--- src/rtl/mux4_scan_ctrl_pkg.sv ---
// -----------------------------------------------------------------------------
// mux4_scan_pkg
// Shared definitions for the 4:1 multiplexer scan controller:
//   - FSM state encoding (IDLE / SCAN / HOLD)
//   - channel index constants (a..d -> 0..3)
//   - mapping from a channel index to the multiplexer {s0, s1} selects
// -----------------------------------------------------------------------------
package mux4_scan_pkg;

    typedef enum logic [1:0] {
        ST_IDLE = 2'd0,
        ST_SCAN = 2'd1,
        ST_HOLD = 2'd2
    } state_e;

    localparam logic [1:0] CH_A = 2'd0;
    localparam logic [1:0] CH_B = 2'd1;
    localparam logic [1:0] CH_C = 2'd2;
    localparam logic [1:0] CH_D = 2'd3;

    // Returns {s0, s1}. s0 picks the pair (index MSB), s1 picks within the pair.
    function automatic logic [1:0] ch_to_sel(input logic [1:0] ch);
        return {ch[1], ch[0]};
    endfunction

endpackage

--- src/rtl/mux4_scan_ctrl_if.sv ---
// -----------------------------------------------------------------------------
// mux4_scan_ctrl_if
// Output-word handshake between the scan controller and its consumer.
//   data_out : captured 4-bit word, bit k = channel k
//   valid    : data_out complete and stable
//   ready    : consumer accepts data_out
// master = scan controller (producer), slave = consumer.
// -----------------------------------------------------------------------------
interface mux4_scan_ctrl_if;

    logic [3:0] data_out;
    logic       valid;
    logic       ready;

    modport master (
        output data_out,
        output valid,
        input  ready
    );

    modport slave (
        input  data_out,
        input  valid,
        output ready
    );

endinterface

--- src/rtl/scan_dwell_cnt.sv ---
// -----------------------------------------------------------------------------
// scan_dwell_cnt
// Per-channel dwell counter. Counts 0..DWELL-1 while enabled and wraps to 0
// on the cycle 'done' is high, so a new dwell window starts immediately.
// Ports:
//   clk   : clock (rising edge)
//   rst_n : synchronous active-low reset
//   clr   : synchronous clear (priority over en)
//   en    : count enable
//   done  : high while the count equals DWELL-1 (last cycle of the window)
// -----------------------------------------------------------------------------
module scan_dwell_cnt #(
    parameter int unsigned DWELL = 1,
    parameter int unsigned CNT_W = 8
) (
    input  logic clk,
    input  logic rst_n,
    input  logic clr,
    input  logic en,
    output logic done
);

    localparam logic [CNT_W-1:0] LAST = CNT_W'(DWELL - 1);

    logic [CNT_W-1:0] cnt_q;
    logic [CNT_W-1:0] cnt_d;

    assign done = (cnt_q == LAST);

    always_comb begin
        cnt_d = cnt_q;
        if (clr) begin
            cnt_d = '0;
        end else if (en) begin
            cnt_d = done ? '0 : (cnt_q + CNT_W'(1));
        end
    end

    always_ff @(posedge clk) begin
        if (!rst_n) begin
            cnt_q <= '0;
        end else begin
            cnt_q <= cnt_d;
        end
    end

endmodule

--- src/rtl/mux4_scan_ctrl.sv ---
// -----------------------------------------------------------------------------
// mux4_scan_ctrl
// Round-robin scan controller around a 4:1 bit multiplexer. Steps the select
// lines through channels 0..3, holds each for DWELL cycles, samples y on the
// last cycle of each window into data_out[ch], then presents the word with a
// valid/ready handshake. Single-shot (cont=0) or continuous (cont=1) scanning.
// Ports:
//   clk, rst_n : clock and synchronous active-low reset
//   start      : begin a scan (only looked at in IDLE)
//   cont       : continuous mode, looked at when a word is accepted
//   y          : multiplexer output
//   s0, s1     : multiplexer selects, {s0,s1} = channel index
//   busy       : high in SCAN or HOLD
//   bus        : data_out / valid / ready handshake (master side)
// All outputs come straight from flops.
// -----------------------------------------------------------------------------
module mux4_scan_ctrl
    import mux4_scan_pkg::*;
#(
    parameter int unsigned DWELL = 1,
    parameter int unsigned CNT_W = 8
) (
    input  logic                   clk,
    input  logic                   rst_n,
    input  logic                   start,
    input  logic                   cont,
    input  logic                   y,
    output logic                   s0,
    output logic                   s1,
    output logic                   busy,
    mux4_scan_ctrl_if.master       bus
);

    if (DWELL == 0 || DWELL >= (64'd1 << CNT_W)) begin : g_bad_dwell
        $fatal(1, "mux4_scan_ctrl: DWELL must be in 1..2**CNT_W-1");
    end

    state_e     state_q, state_d;
    logic [1:0] ch_q,    ch_d;
    logic [3:0] data_q,  data_d;
    logic       valid_q, valid_d;
    logic       busy_q,  busy_d;
    logic [1:0] sel_q,   sel_d;

    logic dwell_done;
    logic cnt_en;
    logic cnt_clr;

    // The counter only runs in SCAN; it is held at zero everywhere else so a
    // scan entered from IDLE or HOLD always starts a fresh window.
    assign cnt_en  = (state_q == ST_SCAN);
    assign cnt_clr = !cnt_en;

    scan_dwell_cnt #(
        .DWELL (DWELL),
        .CNT_W (CNT_W)
    ) u_dwell (
        .clk   (clk),
        .rst_n (rst_n),
        .clr   (cnt_clr),
        .en    (cnt_en),
        .done  (dwell_done)
    );

    always_comb begin
        state_d = state_q;
        ch_d    = ch_q;
        data_d  = data_q;

        unique case (state_q)
            ST_IDLE: begin
                if (start) begin
                    state_d = ST_SCAN;
                    ch_d    = CH_A;
                end
            end
            ST_SCAN: begin
                if (dwell_done) begin
                    data_d[ch_q] = y;
                    if (ch_q == CH_D) begin
                        state_d = ST_HOLD;
                        ch_d    = CH_A;
                    end else begin
                        ch_d = ch_q + 2'd1;
                    end
                end
            end
            ST_HOLD: begin
                if (valid_q && bus.ready) begin
                    state_d = cont ? ST_SCAN : ST_IDLE;
                    ch_d    = CH_A;
                end
            end
            default: begin
                state_d = ST_IDLE;
                ch_d    = CH_A;
            end
        endcase

        // Outputs are derived from the next state so they can be registered
        // without adding a cycle of latency.
        valid_d = (state_d == ST_HOLD);
        busy_d  = (state_d != ST_IDLE);
        sel_d   = (state_d == ST_SCAN) ? ch_to_sel(ch_d) : 2'b00;
    end

    always_ff @(posedge clk) begin
        if (!rst_n) begin
            state_q <= ST_IDLE;
            ch_q    <= CH_A;
            data_q  <= 4'b0000;
            valid_q <= 1'b0;
            busy_q  <= 1'b0;
            sel_q   <= 2'b00;
        end else begin
            state_q <= state_d;
            ch_q    <= ch_d;
            data_q  <= data_d;
            valid_q <= valid_d;
            busy_q  <= busy_d;
            sel_q   <= sel_d;
        end
    end

    assign s0           = sel_q[1];
    assign s1           = sel_q[0];
    assign busy         = busy_q;
    assign bus.data_out = data_q;
    assign bus.valid    = valid_q;

endmodule

--- src/flat_wrapper.sv ---
// flat-port wrapper written by rule: the top's interface ports become plain ports
module mux4_scan_ctrl_flat import mux4_scan_pkg::*;
#(
    parameter int unsigned DWELL = 1,
    parameter int unsigned CNT_W = 8
)
  (clk, rst_n, start, cont, y, s0, s1, busy, bus_data_out, bus_valid, bus_ready);
  mux4_scan_ctrl_if bus_i ();
  input  logic clk;
  input  logic rst_n;
  input  logic start;
  input  logic cont;
  input  logic y;
  output logic s0;
  output logic s1;
  output logic busy;
  output wire logic [$bits(bus_i.data_out)-1:0] bus_data_out;
  output wire logic [$bits(bus_i.valid)-1:0] bus_valid;
  input wire logic [$bits(bus_i.ready)-1:0] bus_ready;
  assign bus_data_out = bus_i.data_out;
  assign bus_valid = bus_i.valid;
  assign bus_i.ready = bus_ready;
  mux4_scan_ctrl #(.DWELL(DWELL), .CNT_W(CNT_W)) u_core (.clk(clk), .rst_n(rst_n), .start(start), .cont(cont), .y(y), .s0(s0), .s1(s1), .busy(busy), .bus(bus_i));
endmodule
--- config.mk ---
export PLATFORM = sky130hd
export DESIGN_NAME = mux4_scan_ctrl_flat
export DESIGN_NICKNAME = d
export VERILOG_FILES = /design/src/rtl/mux4_scan_ctrl_pkg.sv /design/src/rtl/mux4_scan_ctrl_if.sv /design/src/rtl/scan_dwell_cnt.sv /design/src/rtl/mux4_scan_ctrl.sv /design/src/flat_wrapper.sv
export SDC_FILE = /design/constraint.sdc
export NUM_CORES = 1
export LEC_CHECK = 0
export ABC_AREA = 1
export BUFFER_PORTS_ARGS = -buffer_cell sky130_fd_sc_hd__buf_2
export CELL_PAD_IN_SITES_DETAIL_PLACEMENT = 2
export CELL_PAD_IN_SITES_GLOBAL_PLACEMENT = 2
export CORE_ASPECT_RATIO = 1.5
export CORE_UTILIZATION = 33
export DETAILED_ROUTE_END_ITERATION = 6
export MAX_ROUTING_LAYER = met4
export PLACE_DENSITY = 0.77
export SLEW_MARGIN = 30
export SYNTH_ARGS = -nofsm -noshare
export SYNTH_HDL_FRONTEND = slang
export SYNTH_HIERARCHICAL = 1
export SYNTH_SLANG_ARGS = --single-unit
--- constraint.sdc ---
create_clock -name clk -period 4 [get_ports clk]
set_input_delay 0.2 -clock clk [delete_from_list [all_inputs] [get_ports clk]]
set_output_delay 0.2 -clock clk [all_outputs]
set_load 0.02 [all_outputs]
==> flow_metrics.tcl <==
set metrics [dict create \
    run_status "completed" \
    post-place-ws_ns 2.12 \
    synth_commonest_cells "nand2_1, inv_1, dfxtp_1, nor2_1, nand3_1" \
    fin_crit_ns 1.88 \
    grt_max_degree 11 \
    cts_tree "done" \
    synthSimpleGateAreaFrac_pct 37.9 \
    min_period_over_period_pct 47.1 \
    synth_area_leaders "dfxtp_1, nand2_1, inv_1" \
    numPortBuffers 13 \
    antenna_found_initial 0 \
    via_per_inst 4.73 \
    setup_ws_ns 2.12 \
    instances_no_fill 206 \
    dpl.cell_count 203 \
    postPlaceCellArea_um2 1160 \
    rsz0062_at_grt "no" \
    design_area_um2 1200 \
    synth_top_cell_by_area "dfxtp_1" \
    drt_iter0_drc 12 \
    clockBufferDepth 2 \
    ys.flop_type "dfxtp_1" \
    setup_viol 0 \
    postSynth.asyncResetShare_pct 0 \
    track_usage_pct 18.3 \
    fp-row-count 24 \
    min_path_type "in2reg" \
    critPathCaptureType "flop" \
    synth_mux_area_share_pct 0 \
    cts_buffers 3 \
    hpwlAfterDp_mm 2.17 \
    grt_pass1_wl_mm 4.33 \
    num_vias 975 \
    insertion_delay_ns 0.25 \
    n_fill_cell 368 \
    synth-edff-count 0 \
    power_density_nw_per_um2 323 \
    synth_most_common_cell "nand2_1" \
    gr-total-overflow 0 \
    postCtsSetupBuffers 0 \
    drcViolationCount 0 \
    ir_drop_mv 0.169 \
    yosysWarnings 6 \
    synth_top_family_by_area "simple AND/OR/NAND/NOR gates" \
    arrival_ns 2.09 \
    drv_slew 0 \
    nets 181 \
    firstDrtPassIters 4 \
    wl_met3_um 39 \
    critPathRequiredTime_ns 4.20 \
    syn_avg_cell_area_um2 6.94 \
    netlist_instances 151 \
    clock-sinks 20 \
    synth_adder_area_share_pct 7.17 \
    antenna_cells 0 \
    routed-wl-met2_mm 1.51 \
    ys_types 18 \
    avgRoutedWirePerCell_um 12.7 \
    cts.root.buffer_cell "clkbuf_8" \
    drive_gt1_share_pct 18.0 \
    synth_area_um2 1050 \
    final_util_pct 40.4 \
    total_leakage_power_nw 0.602 \
    finalSetupTns_ns 0 \
    area_growth_pct 14.8 \
    synth_nets 163 \
    die_width_um 48.0 \
    postCtsHoldBufs 0 \
    ioPinCount 14 \
    place_congestion 0.825 \
    core_area_um2 2970 \
    crit_type "reg2reg" \
    initial_core_util_pct 35.2 \
    maxUsedRoutingLayer "met4" \
    grt_pass1_vias 1005 \
    clock.fmax_ghz 0.531 \
    yosys.area.top_type_share_pct 38.2 \
    skew_ns 0.00216 \
    cp-start-kind "flop" \
    cp_max_fo 4 \
    slew_headroom_pct 62.7 \
    clk_pin_slew_worst_paths_ns 0.07 \
    synth_xor_xnor_area_share_pct 2.51 \
    htree_levels 1 \
    drt-total-wl_mm 2.61 \
    worst_path_max_delay_cell "nor4_1" \
    ant_nets 0 \
    cts-resized-gates 0 \
    crit_path_frequent_cell "inv_1" \
    die_h_um 71.0 \
    max_stage_delay_ns 0.52 \
    tightest_slew_ns 0.554 \
    cp_cell_sequence "inv_1, ha_1, inv_1, nor4_1, inv_1, nand2_1, nand3_1, nand3_1, nand2_1, inv_1" \
    die_area_um2 3410 \
    synth-compound-area-share_pct 3.46 \
    ys_seq_elements 20 \
    hold_violations 0 \
    maxCapViolations 0 \
    wl_met1_mm 1.04 \
    ys_seq_area_share_pct 38.2 \
]
==> worst paths after layout <==
path / endpoint / cells after the start / start / slack, ns
max reg2reg: u_core/ch_q[0]$_SDFF_PN0_ / 10 / u_core/u_dwell/cnt_q[0]$_SDFFE_PP0P_ / 2.12
min reg2reg: u_core/bus.data_out[1]$_SDFFE_PN0P_ / 2 / u_core/bus.data_out[1]$_SDFFE_PN0P_ / 0.46
min: u_core/ch_q[0]$_SDFF_PN0_ / 3 / rst_n / 0.23
max: u_core/ch_q[0]$_SDFF_PN0_ / 10 / u_core/u_dwell/cnt_q[0]$_SDFFE_PP0P_ / 2.12
==> state kept, by name, indices dropped and copies added (netlist names) <==
signal	cells
u_core/state_q	2
u_core/u_dwell/cnt_q	8
u_core/ch_q	2
u_core/busy	1
u_core/bus.data_out	4
u_core/bus.valid	1
u_core/sel_q	2
==> power by group <==
| group | switching [mW] | internal (mW) |
|---|---|---|
| clock network | 0.0618 | 0.0669 |
| logic | 0.0341 | 0.0163 |
| registers | 0.00475 | 0.204 |
| total | 0.101 | 0.288 |
==> per-layer routing <==
metal | up-vias | GRT usage [%]
li1 | 495 | -
met1 | 471 | 18.0
met2 | 7 | 34.1
met3 | 2 | 2.30
met4 | 0 | 5.56
met5 | - | -
==> final cells by class <==
type / instances / area [µm²] / share of cell area [%]
Clock buffer: 3 / 41.3 / 3.43
Sequential cell: 20 / 400 / 33.3
Timing Repair Buffer: 13 / 65.1 / 5.41
Multi-Input combinational cell: 101 / 534 / 44.4
Inverter: 30 / 113 / 9.37
Tap cell: 39 / 48.8 / 4.06
==> cell usage in the layout, fill, tap and decap left out <==
master / count
a21oi_1: 3
a31oi_1: 1
buf_2: 13
clkbuf_8: 3
dfxtp_1: 20
ha_1: 6
inv_1: 27
inv_2: 3
nand2_1: 35
nand2_2: 4
nand3_1: 13
nand3_2: 1
nand4_1: 5
nor2_1: 20
nor2_2: 3
nor2_4: 3
nor4_1: 1
o21ai_0: 2
o21ai_1: 1
xor2_1: 3
==> stage by stage <==
step	hold WS, ns	power (mW)
2_1_floorplan	0.298	0.247
4_1_cts	0.233	0.399
5_1_grt	0.239	0.412
3_3_place_gp	0.444	0.263
6_report	0.233	0.388
3_5_place_dp	0.454	0.265
==> logic make-up after synthesis <==
group                      count (synthesis)
buffers and inverters                     30
adders and majority gates                  6
and+or+nand+nor                           85
AOI/OAI and AO/OA                          7
xor gates and xnor gates                   3
DFF                                       20
==> critical path, delay by kind of cell (launching register included) <==
family                     cells  cell delay [ns]
adders and majority gates      1             0.15
buffers and inverters          4             0.39
and+or+nand+nor                5             0.96
DFF                            1             0.34
Power figures use the tool's default switching activity.
